[config.mk]
export PLATFORM = sky130hd
export DESIGN_NAME = pulse_event_throttle
export DESIGN_NICKNAME = d
export VERILOG_FILES = /design/src/rtl/cdc_pkg.sv /design/src/rtl/sat_updown_cnt.sv /design/src/rtl/pulse_event_throttle.sv
export SDC_FILE = /design/constraint.sdc
export NUM_CORES = 1
export LEC_CHECK = 0
export ABC_AREA = 1
export ABC_CLOCK_PERIOD_IN_PS = 2800
export BUFFER_PORTS_ARGS = -buffer_cell sky130_fd_sc_hd__buf_2
export CORE_MARGIN = 5
export CORE_UTILIZATION = 35
export CTS_BUF_LIST = sky130_fd_sc_hd__clkbuf_4
export CTS_CLUSTER_SIZE = 16
export DETAILED_ROUTE_END_ITERATION = 8
export PLACE_DENSITY = 0.58
export SETUP_SLACK_MARGIN = 0.4
export SYNTH_ARGS = -nofsm -noshare
export SYNTH_HDL_FRONTEND = slang
export SYNTH_HIERARCHICAL = 1
export SYNTH_SLANG_ARGS = --single-unit
[constraint.sdc]
create_clock -name i_clk -period 2.8 [get_ports i_clk]
set_clock_uncertainty 0.15 [all_clocks]
set_input_delay 0.42 -clock i_clk [delete_from_list [all_inputs] [get_ports i_clk]]
set_output_delay 0.42 -clock i_clk [all_outputs]
set_load 0.03 [all_outputs]
[src/rtl/cdc_pkg.sv]
// Shared definitions for the fast-to-slow pulse path: throttle FSM encoding and
// a legality check on the replay spacing.
package cdc_pkg;

  typedef enum logic [1:0] {
    ST_IDLE = 2'd0,
    ST_FIRE = 2'd1,
    ST_GAP  = 2'd2
  } state_e;

  function automatic bit min_gap_ok(input int gap);
    return gap >= 2;
  endfunction

endpackage

[src/rtl/sat_updown_cnt.sv]
// Saturating up/down counter; an increment arriving while the count sits at
// sat_max with no decrement is refused and reported on o_drop.
module sat_updown_cnt #(
  parameter int W = 4
) (
  input  logic         i_clk,
  input  logic         i_rst,
  input  logic         inc,
  input  logic         dec,
  input  logic [W-1:0] sat_max,
  output logic [W-1:0] o_cnt,
  output logic         o_drop
);

  logic [W-1:0] cnt;
  logic         inc_ok;

  assign o_drop = inc && (cnt == sat_max) && !dec;
  assign inc_ok = inc && !o_drop;
  assign o_cnt  = cnt;

  // Simultaneous accepted increment and decrement cancel out.
  always_ff @(posedge i_clk) begin
    if (i_rst) begin
      cnt <= '0;
    end else if (inc_ok && !dec) begin
      cnt <= cnt + 1'b1;
    end else if (!inc_ok && dec) begin
      cnt <= cnt - 1'b1;
    end
  end

endmodule

[src/rtl/pulse_event_throttle.sv]
// Buffers bursty single-cycle events and replays them as pulses spaced exactly
// MIN_GAP cycles apart, so the downstream req/ack synchronizer is never overrun.
module pulse_event_throttle
  import cdc_pkg::*;
#(
  parameter  int CNT_W   = 4,
  parameter  int MIN_GAP = 8,
  localparam int GAP_W   = $clog2(MIN_GAP)
) (
  input  logic             i_clk,
  input  logic             i_rst,
  input  logic             i_event,
  input  logic             i_ovf_clr,
  output logic             o_pulse,
  output logic [CNT_W-1:0] o_pending,
  output logic             o_overflow,
  output logic             o_busy
);

  localparam logic [CNT_W-1:0] CNT_MAX  = '1;
  localparam logic [GAP_W-1:0] GAP_LOAD = GAP_W'(MIN_GAP - 2);

  if (!min_gap_ok(MIN_GAP)) begin : g_bad_min_gap
    $error("pulse_event_throttle: MIN_GAP must be at least 2");
  end

  state_e           state;
  logic [GAP_W-1:0] gap;
  logic [CNT_W-1:0] cnt;
  logic             work;
  logic             fire;
  logic             drop;

  // A new event can be fired in the very cycle it arrives, so the counter
  // sees inc and dec together and stays put.
  assign work = (cnt != '0) || i_event;
  assign fire = work && ((state == ST_IDLE) || ((state == ST_GAP) && (gap == '0)));

  sat_updown_cnt #(.W(CNT_W)) u_pending (
    .i_clk   (i_clk),
    .i_rst   (i_rst),
    .inc     (i_event),
    .dec     (fire),
    .sat_max (CNT_MAX),
    .o_cnt   (cnt),
    .o_drop  (drop)
  );

  always_ff @(posedge i_clk) begin
    if (i_rst) begin
      state      <= ST_IDLE;
      gap        <= '0;
      o_pulse    <= 1'b0;
      o_overflow <= 1'b0;
    end else begin
      o_pulse <= fire;
      case (state)
        ST_IDLE: if (fire) state <= ST_FIRE;
        ST_FIRE: begin
          gap   <= GAP_LOAD;
          state <= ST_GAP;
        end
        ST_GAP: begin
          if (gap != '0) begin
            gap <= gap - 1'b1;
          end else if (fire) begin
            state <= ST_FIRE;
          end else begin
            state <= ST_IDLE;
          end
        end
        default: state <= ST_IDLE;
      endcase
      // A drop in the same cycle as a clear keeps the flag set.
      if (drop) begin
        o_overflow <= 1'b1;
      end else if (i_ovf_clr) begin
        o_overflow <= 1'b0;
      end
    end
  end

  assign o_pending = cnt;
  assign o_busy    = (state != ST_IDLE) || (cnt != '0);

endmodule
==> results.md <==
- Outcome: completed
- Number of synthesized flops with an enable pin: 0
- Cell taking the most area after synthesis: dfxtp_1
- Final Hold Viols: 0
- Endpoint class of the critical path: register
- Seq/Total Area, Yosys: 30.24%
- Mapped Avg Cell Area: between 6 and 7 um2
- Synth warn: 6
- Antenna violations before repair: 0
- Yosys top cell area share: a little under a third
- Total Routed Length: ~1.7 mm
- WL/cell: 9.936 um
- CTS tree: done
- Hold Crit Class: primary input to register
- # hold bufs at CTS: 0
- N_diodes: 0
- Vias: 750
- Routed Antenna Nets: 0
- H-tree levels: 1
- Max-Cap Viols: 0
- Setup TNS Final: 0 ns
- Grt ovf: 0
- Nets: 156
- Proportion of layout cells with a drive suffix above 1: a little under half
- CTS buffer count: 3
- Final Slew Violations: 0
- RD Place Congestion: 0.7518
- Vias per inst: between 4 and 5
- Clock tree buffer depth: 2
- Distinct cells, synth: 23
- Worst-Skew Late Latency: ~0.26 ns
- Highest-count cells in the layout ignoring fill and taps: 24 x nand2_1, 16 x buf_4, 15 x inv_1, 10 x buf_2
- Max VDD drop: between 0.5 and 0.6 mV
- Initial DRC Count: 6
- Rows: 16
- First-pass GRT wire length: around 3.0 mm
- DR pass1 iterations: 4
- # clock sinks: 11
- Mapped Cells: 108
- Port bufs: 10
- Most common cell after layout, fill and taps aside: nand2_1
- Core ar.: a little under 2000 um2
- Vias in the first global route: around 760
- Area post-placement: 860.8 um2
- LEAKAGE: ~0.00058 uW
- Synthesized cell area: between 700 and 800 um2
- Die Y-Extent: 55.62 um
- Pwr Density: ~1100 nW/um2
- Critical path type: register to register
- Chip width: between 50 and 60 um
- Final Cycle Share: 86.09%
- RSZ-0062 raised after global routing: true
- Fin crit period: around 2.4 ns
- Hpwl dp: about 1.1 mm
- GRT Total Usage: between 10% and 20%
- Ys flop type: dfxtp_1
- Final instance area: between 1000 and 1500 um2
- Fraction of registers with async set/reset: 0%
- Crit path DAT: around 2.5 ns
- Final Setup Violations: 0
- Ranking of synthesized cells by area: dfxtp_1 30%, nand2_1 12%, inv_1 9.8%
- CTS Root Cell: clkbuf_4
- Die area: just over 3000 um2
- I/O pin total: 11
- Largest net degree at the start of global routing: 11
- Worst EP required: ~2.9 ns
- Startpoint type of the worst setup path: register
- Worst-path clk slew: around 0.080 ns
- F_max: 414.9 MHz
- R2R setup slack: between 0.3 and 0.4 ns
- Area Growth Syn to Fin: 46.39%
- Synth Register Bits: 11
- Worst-path fanout max: 2
- DRC violations left: 0
- Starting Density: a little under two fifths
cell usage after synthesis (all sizes together), types with 4 or more instances:
library cell  count
nand2            30
inv              24
nand3             5
dfxtp            11
ha                5
o21ai             4
nor2             14
a21oi             8
sequential cells by signal, summed over array words and instances (netlist names):
name	cells
gap	3
state	2
o_overflow	1
o_pulse	1
u_pending/o_cnt	4
critical path, stage by stage (launching register included):
cell and delay (ns):
dfxtp_2 0.33, inv_2 0.07, ha_4 0.13, nand2_2 0.06
a21oi_2 0.14, o21ai_2 0.07, buf_4 0.13, buf_4 0.12
buf_4 0.12, buf_4 0.12, buf_4 0.12, buf_4 0.12
buf_4 0.12, buf_4 0.12, buf_4 0.12, buf_4 0.12
buf_4 0.12, nor2_1 0.08
final timing paths:
check,from,to,depth (start not counted)
setup / recovery,gap[1],state[0],17
hold / removal,i_ovf_clr,o_overflow,4
setup reg to reg,gap[1],state[0],17
hold reg to reg,o_overflow,o_overflow,2
power breakdown:
| part | switching (uW) | total, uW | internal [uW] |
|---|---|---|---|
| registers | 76.1 | 292 | 216 |
| clock network | 54.2 | 119 | 64.7 |
| logic | 418 | 811 | 392 |
kinds of logic (layout without fill, tap and decap cells):
kind of cell               count (synthesis)  after routing  share of synthesized area [%]
and+or+nand+nor                           52             52                          34.54
buffers and inverters                     24             54                          12.37
AOI/OAI and AO/OA                         13             13                          9.793
DFF                                       11             11                          30.24
adders and majority gates                  6              6                          11.34
other                                      1              8                         0.5150
xor gates and xnor gates                   1              1                          1.203
cell type report:
class                   count  area (um2)
multi-input cells          80       511.7
inverters                  24       92.59
fillers                   194       915.9
clock buffers               4       30.03
flip-flops and latches     11       227.7
repair buffers             26       170.2
well taps                  27       33.78
timing repair:
action	CTS	global route
pin swaps	5	5
gates resized for setup	9	8
endpoints found under the setup margin	3	5
setup buffers	14	2
cloned	0	0
layer usage:
| layer | routed length (um) | vias to the layer above | track usage, % | part of all wire [%] |
|---|---|---|---|---|
| met5 | 0 | - | 0 | 0 |
| met4 | 26 | 0 | 5.208 | 1.5 |
| met3 | 67 | 2 | 1.856 | 3.9 |
| met2 | 897 | 11 | 23.14 | 52 |
| met1 | 717 | 347 | 13.09 | 42 |
| li1 | - | 390 | - | - |
metrics by stage:
| step | total power [uW] | instances | hold WS (ns) | util, % | setup slack, ns |
|---|---|---|---|---|---|
| after floorplan | 714.3 | 115 | 0.3031 | - | 0.4031 |
| after global placement | 824.0 | 152 | 0.3108 | 43.43 | 0.2733 |
| after detailed placement | 834.8 | 152 | 0.3244 | 43.43 | 0.2476 |
| after CTS | 1138 | 170 | 0.2948 | 51.33 | 0.3890 |
| after global routing | 1339 | 172 | 0.3132 | 53.79 | 0.2875 |
| final | 1222 | 172 | 0.2974 | 53.79 | 0.3896 |
Power figures use the tool's default switching activity.
